`config.mk`:
```
export PLATFORM = sky130hd
export DESIGN_NAME = lfsr_axi_poller
export DESIGN_NICKNAME = d
export VERILOG_FILES = /design/src/rtl/lfsr_axi_poller.sv
export SDC_FILE = /design/constraint.sdc
export NUM_CORES = 1
export LEC_CHECK = 0
export ABC_AREA = 1
export CORE_ASPECT_RATIO = 1.4
export CORE_MARGIN = 10
export CORE_UTILIZATION = 55
export CTS_CLUSTER_DIAMETER = 200
export DETAILED_ROUTE_END_ITERATION = 7
export PLACE_DENSITY = 0.8
export SETUP_SLACK_MARGIN = 0.4
export SLEW_MARGIN = 20
export SYNTH_ARGS = -nofsm -noshare
export SYNTH_HDL_FRONTEND = slang
export SYNTH_SLANG_ARGS = --single-unit
```
`constraint.sdc`:
```
create_clock -name m00_axi_aclk -period 5.4 [get_ports m00_axi_aclk]
set_input_delay 0.81 -clock m00_axi_aclk [delete_from_list [all_inputs] [get_ports m00_axi_aclk]]
set_output_delay 0.81 -clock m00_axi_aclk [all_outputs]
set_load 0.02 [all_outputs]
```
`src/rtl/lfsr_axi_poller.sv`:
```
// AXI4-Lite read master: on start, issues num_reads single-beat reads at incrementing
// addresses and streams the returned words out through a small FIFO.
module lfsr_axi_poller #(
  parameter int C_M00_AXI_ADDR_WIDTH = 4,
  parameter int C_M00_AXI_DATA_WIDTH = 32,
  parameter int ADDR_INC             = 4,
  parameter int FIFO_DEPTH           = 4
) (
  input  logic                            m00_axi_aclk,
  input  logic                            m00_axi_aresetn,
  input  logic                            start,
  input  logic [C_M00_AXI_ADDR_WIDTH-1:0] base_addr,
  input  logic [7:0]                      num_reads,
  output logic                            busy,
  output logic                            done,
  output logic                            rd_err,
  output logic [C_M00_AXI_ADDR_WIDTH-1:0] m00_axi_araddr,
  output logic [2:0]                      m00_axi_arprot,
  output logic                            m00_axi_arvalid,
  input  logic                            m00_axi_arready,
  input  logic [C_M00_AXI_DATA_WIDTH-1:0] m00_axi_rdata,
  input  logic [1:0]                      m00_axi_rresp,
  input  logic                            m00_axi_rvalid,
  output logic                            m00_axi_rready,
  output logic [C_M00_AXI_DATA_WIDTH-1:0] out_data,
  output logic                            out_valid,
  input  logic                            out_ready
);
  localparam int AW = C_M00_AXI_ADDR_WIDTH;
  localparam int DW = C_M00_AXI_DATA_WIDTH;
  localparam int PW = $clog2(FIFO_DEPTH);
  localparam int CW = PW + 1;

  typedef enum logic [1:0] {S_IDLE, S_ADDR, S_DATA, S_FIN} state_e;

  state_e          state_q, state_d;
  logic [AW-1:0]   addr_q, addr_d;
  logic [7:0]      remain_q, remain_d;
  logic            arvalid_q, arvalid_d;
  logic            rd_err_q, rd_err_d;

  logic [FIFO_DEPTH-1:0][DW-1:0] mem_q;
  logic [PW-1:0]   wr_ptr_q, rd_ptr_q;
  logic [CW-1:0]   count_q;

  logic fifo_full, pop, push;

  assign fifo_full = (count_q == CW'(FIFO_DEPTH));
  assign out_valid = (count_q != '0);
  assign pop       = out_valid && out_ready;
  // A same-cycle pop frees a slot, so the beat can be accepted even when full.
  assign m00_axi_rready = (state_q == S_DATA) && (!fifo_full || pop);
  assign push      = m00_axi_rvalid && m00_axi_rready;

  assign m00_axi_araddr  = addr_q;
  assign m00_axi_arvalid = arvalid_q;
  assign m00_axi_arprot  = 3'b000;
  assign busy            = (state_q != S_IDLE);
  assign done            = (state_q == S_FIN);
  assign rd_err          = rd_err_q;
  assign out_data        = mem_q[rd_ptr_q];

  always_comb begin
    state_d   = state_q;
    addr_d    = addr_q;
    remain_d  = remain_q;
    arvalid_d = arvalid_q;
    rd_err_d  = rd_err_q;
    case (state_q)
      S_IDLE: if (start) begin
        rd_err_d = 1'b0;
        if (num_reads != 8'd0) begin
          addr_d    = base_addr;
          remain_d  = num_reads;
          arvalid_d = 1'b1;
          state_d   = S_ADDR;
        end else begin
          state_d = S_FIN;
        end
      end
      S_ADDR: if (m00_axi_arready) begin
        arvalid_d = 1'b0;
        state_d   = S_DATA;
      end
      S_DATA: if (push) begin
        addr_d   = addr_q + AW'(ADDR_INC);
        remain_d = remain_q - 8'd1;
        rd_err_d = rd_err_q | (m00_axi_rresp != 2'b00);
        if (remain_q == 8'd1) begin
          state_d = S_FIN;
        end else begin
          arvalid_d = 1'b1;
          state_d   = S_ADDR;
        end
      end
      default: state_d = S_IDLE;
    endcase
  end

  always_ff @(posedge m00_axi_aclk or negedge m00_axi_aresetn) begin
    if (!m00_axi_aresetn) begin
      state_q   <= S_IDLE;
      addr_q    <= '0;
      remain_q  <= '0;
      arvalid_q <= 1'b0;
      rd_err_q  <= 1'b0;
    end else begin
      state_q   <= state_d;
      addr_q    <= addr_d;
      remain_q  <= remain_d;
      arvalid_q <= arvalid_d;
      rd_err_q  <= rd_err_d;
    end
  end

  always_ff @(posedge m00_axi_aclk or negedge m00_axi_aresetn) begin
    if (!m00_axi_aresetn) begin
      mem_q    <= '0;
      wr_ptr_q <= '0;
      rd_ptr_q <= '0;
      count_q  <= '0;
    end else begin
      if (push) begin
        mem_q[wr_ptr_q] <= m00_axi_rdata;
        wr_ptr_q        <= wr_ptr_q + PW'(1);
      end
      if (pop) rd_ptr_q <= rd_ptr_q + PW'(1);
      case ({push, pop})
        2'b10:   count_q <= count_q + CW'(1);
        2'b01:   count_q <= count_q - CW'(1);
        default: count_q <= count_q;
      endcase
    end
  end
endmodule

```
; Word level (Yosys, flattened, before mapping)
; Index checks and enable logic that the tools add are counted.
[word_totals]
reg_bits = 151
inputBits = 52
output_inout_bits = 45
word_cells = 81
[op_classes]
addsub = 6
magnitude_cmp = 3
n_eq_ne = 12
n_mux = 29
bitwise = 1
reduce_logical = 18
[op_table]
columns = cell, count
row1 = 128-bit bitwise mux, 1
row2 = 32-bit binary-select mux with 2-bit select, 1
row3 = 32-bit demux with 2-bit select, 1
row4 = 32-bit 2-to-1 mux, 2
row5 = 8-bit 2-to-1 mux, 3
row6 = 8-bit one-hot mux with 2 select lines, 1
row7 = 4-bit 2-to-1 mux, 3
row8 = 2-bit 2-to-1 mux, 5
row9 = 2-bit inequality test (second input constant), 5
row10 = 8-bit by 1-bit == test with 1-bit output (second input constant), 1
row11 = 4-bit one-hot mux with 2 select lines, 1
row12 = 2-bit nonzero test, 4
row13 = 8-bit nonzero test, 1
row14 = 8-bit by 1-bit subtractor with 8-bit output (second input constant), 1
row15 = 1-bit 2-to-1 mux, 7
row16 = 2-bit == test (second input constant), 3
row17 = 2-bit by 3-bit < comparator with 1-bit output (second input constant), 2
row18 = 2-bit one-hot mux with 3 select lines, 1
row19 = 3-bit one-hot mux with 2 select lines, 1
row20 = 3-bit AND reduction, 2
row21 = 6-bit AND reduction, 1
row22 = 3-bit nonzero test, 2
row23 = 2-bit by 1-bit adder with 2-bit output (second input constant), 2
row24 = 4-bit by 3-bit adder with 4-bit output (second input constant), 1
row25 = 13 further kinds, 17

; Logic depth before layout (Yosys ltp)
[logic_depth]
depth_word = 7
depth_mapped = 11
ltp_nobuf = 11

; Least setup slack after synthesis
; OpenSTA, ideal clock, no wires.
[synth_path]
kind = input-to-reg
start = in out_ready
end = reg count_q[2]
setup_ns = 0.131
arrival_ns = 2.326
t_required_ns = 5.269
setup_slack_ns = 2.944
cell_stages = 11
n_path_buf = 0
path_cell_list = inv_1 nand2_1 nor2_2 nor2_8 nand2_1 ha_1 inv_1 fa_1 a21oi_1 o21ai_0 xor2_1
[synth_between]
elab_chain_len = 6
word_cells_on_any_way = 8
classes_between = eq/ne (2) / mux (1) / reduce/logical (5)
[synth_rtl]
columns = element, line
row1 = "start, declared", 27  ; input logic out_ready
row2 = 1-bit logical AND *, 50  ; assign pop = out_valid && out_ready;
row3 = 1-bit logical OR *, 52  ; assign m00_axi_rready = (state_q == S_DATA) && (!fifo_full || pop);
row4 = 1-bit logical AND *, 52
row5 = named net m00_axi_rready, 24  ; output logic m00_axi_rready,
row6 = 1-bit logical AND *, 53  ; assign push = m00_axi_rvalid && m00_axi_rready;
row7 = 2-bit by 1-bit == test with 1-bit output or 2-bit == test (tied branches), 128  ; case ({push, pop})
row8 = 3-bit one-hot mux with 2 select lines or 2-bit nonzero test (tied branches), n/a
row9 = "end signal, assigned", 129  ; 2'b10: count_q <= count_q + CW'(1);
row10 = "end signal, assigned", 130  ; 2'b01: count_q <= count_q - CW'(1);
row11 = "end signal, assigned", 131  ; default: count_q <= count_q;
row12 = "end, declared", 44  ; logic [CW-1:0] count_q;
; The timed path passes the listed nets; every way through them passes the cells marked *.
; A chain may end at the register's enable or synchronous reset.

; Final worst setup path
[layout_path]
start = reg rd_ptr_q[1]
end = out out_data[20]
[layout_between]
elab_chain_len = 2
[layout_rtl]
columns = element, line
row1 = "start, declared", 43  ; logic [PW-1:0] wr_ptr_q, rd_ptr_q;
row2 = "start signal, assigned", 127  ; if (pop) rd_ptr_q <= rd_ptr_q + PW'(1);
row3 = 32-bit binary-select mux with 2-bit select, 61  ; assign out_data = mem_q[rd_ptr_q];
row4 = 32-bit 2-to-1 mux (implied by the code), 61
row5 = "end, declared", 25  ; output logic [C_M00_AXI_DATA_WIDTH-1:0] out_data,
; No other way between the ends. The select of a mux whose other input is x is not followed.

==> impl_metrics.tcl <==
set metrics [dict create \
    status "finished, final reports clean" \
    vdd_drop_max_mv 0.405 \
    die_area_um2 18300 \
    root_buffer "clkbuf_16" \
    cp.buffers_inverters 2 \
    synth-edff-count 0 \
    cp_slowest_cell "inv_1" \
    area.growth.synth_to_final_pct 18.4 \
    die_y_um 156 \
    seq_area_um2 3780 \
    nFillCells 1117 \
    cts_setup_buffers 0 \
    drtPass1Iterations 4 \
    synth_area_leaders "dfrtp_1 52%, nand2_1 10%, o21ai_1 5.6%" \
    ys_ff_latch 151 \
    via_count 5833 \
    finalSetupViolCount 0 \
    fmax_mhz 285 \
    diodes 0 \
    finalCriticalPeriod_ns 3.50 \
    power_density_nw_per_um2 643 \
    crit_family "buffers and inverters" \
    synth_top_area_cell "dfrtp_1" \
    dpl-instance-area_um2 8100 \
    vias_per_cell 5.34 \
    final-hold-violation-count 0 \
    design_area_um2 8640 \
    antenna_found_initial 0 \
    avgSynthCellArea_um2 8.75 \
    fin_util 0.668 \
    cp_data_arrival_time_ns 2.69 \
    grt_pass1_vias 5946 \
    endpoint_kind "output port" \
    initial_core_util 0.564 \
    syn_area_um2 7300 \
    drive_gt1_frac 0.104 \
    gp_congestion 0.798 \
    final_nets 962 \
    final.setup.tns_ns 0 \
    antenna_left 0 \
    ys_warn_count 0 \
    cts_resized 0 \
    io_buffers 93 \
    ys.flop_type "dfrtp_1" \
    wire_per_inst_um 15.2 \
    drc 0 \
    clock_path_buffers 2 \
    dp_hpwl_mm 10.3 \
    numCtsBuffers 17 \
    die_w_um 117 \
    gr-usage-all-layers 0.186 \
    rsz0062_at_grt "false" \
    power_leakage_nw 4.07 \
    crit_fanout 33 \
    clk_latency_ns 0.41 \
    cts_htree_levels 4 \
    worstPathRequired_ns 4.59 \
    clk_pin_slew_ns 0.06 \
    yosysTopAreaCellShare 0.518 \
    std_cell_rows 49 \
    path_class "reg -> out" \
    synth_commonest_cells "203 x nand2_1, 151 x dfrtp_1, 85 x nor2_1" \
    startpoint_type "flop" \
    cts_sinks 151 \
    wl_mm 16.7 \
    cts_tree "done" \
    fp.coreArea_um2 12900 \
    path_cells "inv_1 > o21ai_0 > o22ai_1 > clkdlybuf4s50_1" \
    final_max_slew_viol_count 0 \
    multi_input_area_um2 2910 \
    synth_cell_types 32 \
    finalClockSkew_ns 0.00733 \
    slew_headroom 0.284 \
    io-pin-count 97 \
    ys_seq_area_frac 0.518 \
    hold_buffers 0 \
    period_share 0.649 \
    min_path_type "reg -> reg" \
    grt_first_pass_wirelength_mm 28.6 \
    netlist_instances 834 \
    grt-ovfl-total 0 \
    yosysMostFrequentCell "nand2_1" \
    drt-initial-drc-count 277 \
    grt_max_degree 113 \
    cap_violations 0 \
    tightest_slew_ns 1.07 \
    async_flop_share 1.00 \
    critPathMaxStageDelay_ns 0.77 \
]
==> tightest hold or removal path: stages (launching register included) <==
cell	delay, ns
dfrtp_1	0.33
nand2_1	0.06
o21ai_2	0.05
==> cells by family after synthesis <==
| logic type | Yosys count | share of synthesized area |
|---|---|---|
| AND/OR/NAND/NOR | 314 | 0.178 |
| AO/OA/AOI/OAI | 244 | 0.198 |
| flip-flops | 151 | 0.518 |
| buffers and inverters | 111 | 0.0852 |
| adder cells (fa/ha/maj) | 8 | 0.0147 |
| XOR/XNOR | 5 | 0.00600 |
| other | 1 | 0.000514 |
==> final cells by class <==
| type | count | area share |
|---|---|---|
| inverter | 62 | 0.0272 |
| timing repair buffer | 96 | 0.111 |
| clock buffer | 19 | 0.0501 |
| sequential | 151 | 0.437 |
| multi-input combinational | 574 | 0.336 |
| clock inverter | 13 | 0.0126 |
| tap | 178 | 0.0258 |
==> metrics by stage <==
stage          power, mW  hold WS (ns)  cells  setup WS [ns]
2_1_floorplan       3.58         0.450    836           2.94
6_report            5.56         0.474   1093           1.90
3_3_place_gp        4.42         0.459   1061           2.27
4_1_cts             5.61         0.477   1093           1.88
5_1_grt             5.99         0.497   1093           1.64
3_5_place_dp        4.50         0.462   1061           2.28
==> worst paths after layout <==
kind                       cells after the start  slack [ns]                    start                       to
hold reg to reg                                2        0.47    mem_q[55]$_DFFE_PN0P_    mem_q[55]$_DFFE_PN0P_
setup / recovery                               4        1.90  rd_ptr_q[1]$_DFFE_PN0P_             out_data[20]
max in group asynchronous                      2        3.80          m00_axi_aresetn    mem_q[93]$_DFFE_PN0P_
setup reg to reg                               6        3.09   state_q[0]$_DFFE_PN0P_     mem_q[9]$_DFFE_PN0P_
hold / removal                                 2        0.47    mem_q[55]$_DFFE_PN0P_    mem_q[55]$_DFFE_PN0P_
min in group asynchronous                      1        0.52          m00_axi_aresetn  remain_q[2]$_DFFE_PN0P_
==> state kept, by name (all words and copies together), names as in the netlist <==
register         count
m00_axi_araddr       4
count_q              3
rd_ptr_q             2
remain_q             8
mem_q              128
state_q              2
wr_ptr_q             2
m00_axi_arvalid      1
rd_err               1
==> layout by cell type (no fill, tap or decap), types with 6 or more instances in the layout <==
master             n
clkinv_2           6
dfrtp_1          150
nand2_1          203
nand3_1           13
clkbuf_16         17
clkdlybuf4s50_1   92
o22ai_1           32
ha_1               7
o21ai_2           46
inv_1             58
nor2_1            85
o21ai_1           82
o21ai_0           77
==> layer usage <==
| metal | share of wire | wire [µm] | global-route usage | up-vias |
|---|---|---|---|---|
| met5 | 0 | 0 | 0 | - |
| met3 | 0.051 | 846 | 0.0490 | 16 |
| li1 | - | - | - | 2887 |
| met2 | 0.52 | 8580 | 0.323 | 157 |
| met4 | 0.012 | 195 | 0.0658 | 0 |
| met1 | 0.42 | 7030 | 0.217 | 2773 |
==> where the power goes <==
part	internal, mW	switching [mW]
combinational	1.07	1.52
clock	0.629	0.453
sequential	1.61	0.279
total	3.31	2.25
Note: power is estimated with default switching activity, not from simulation.
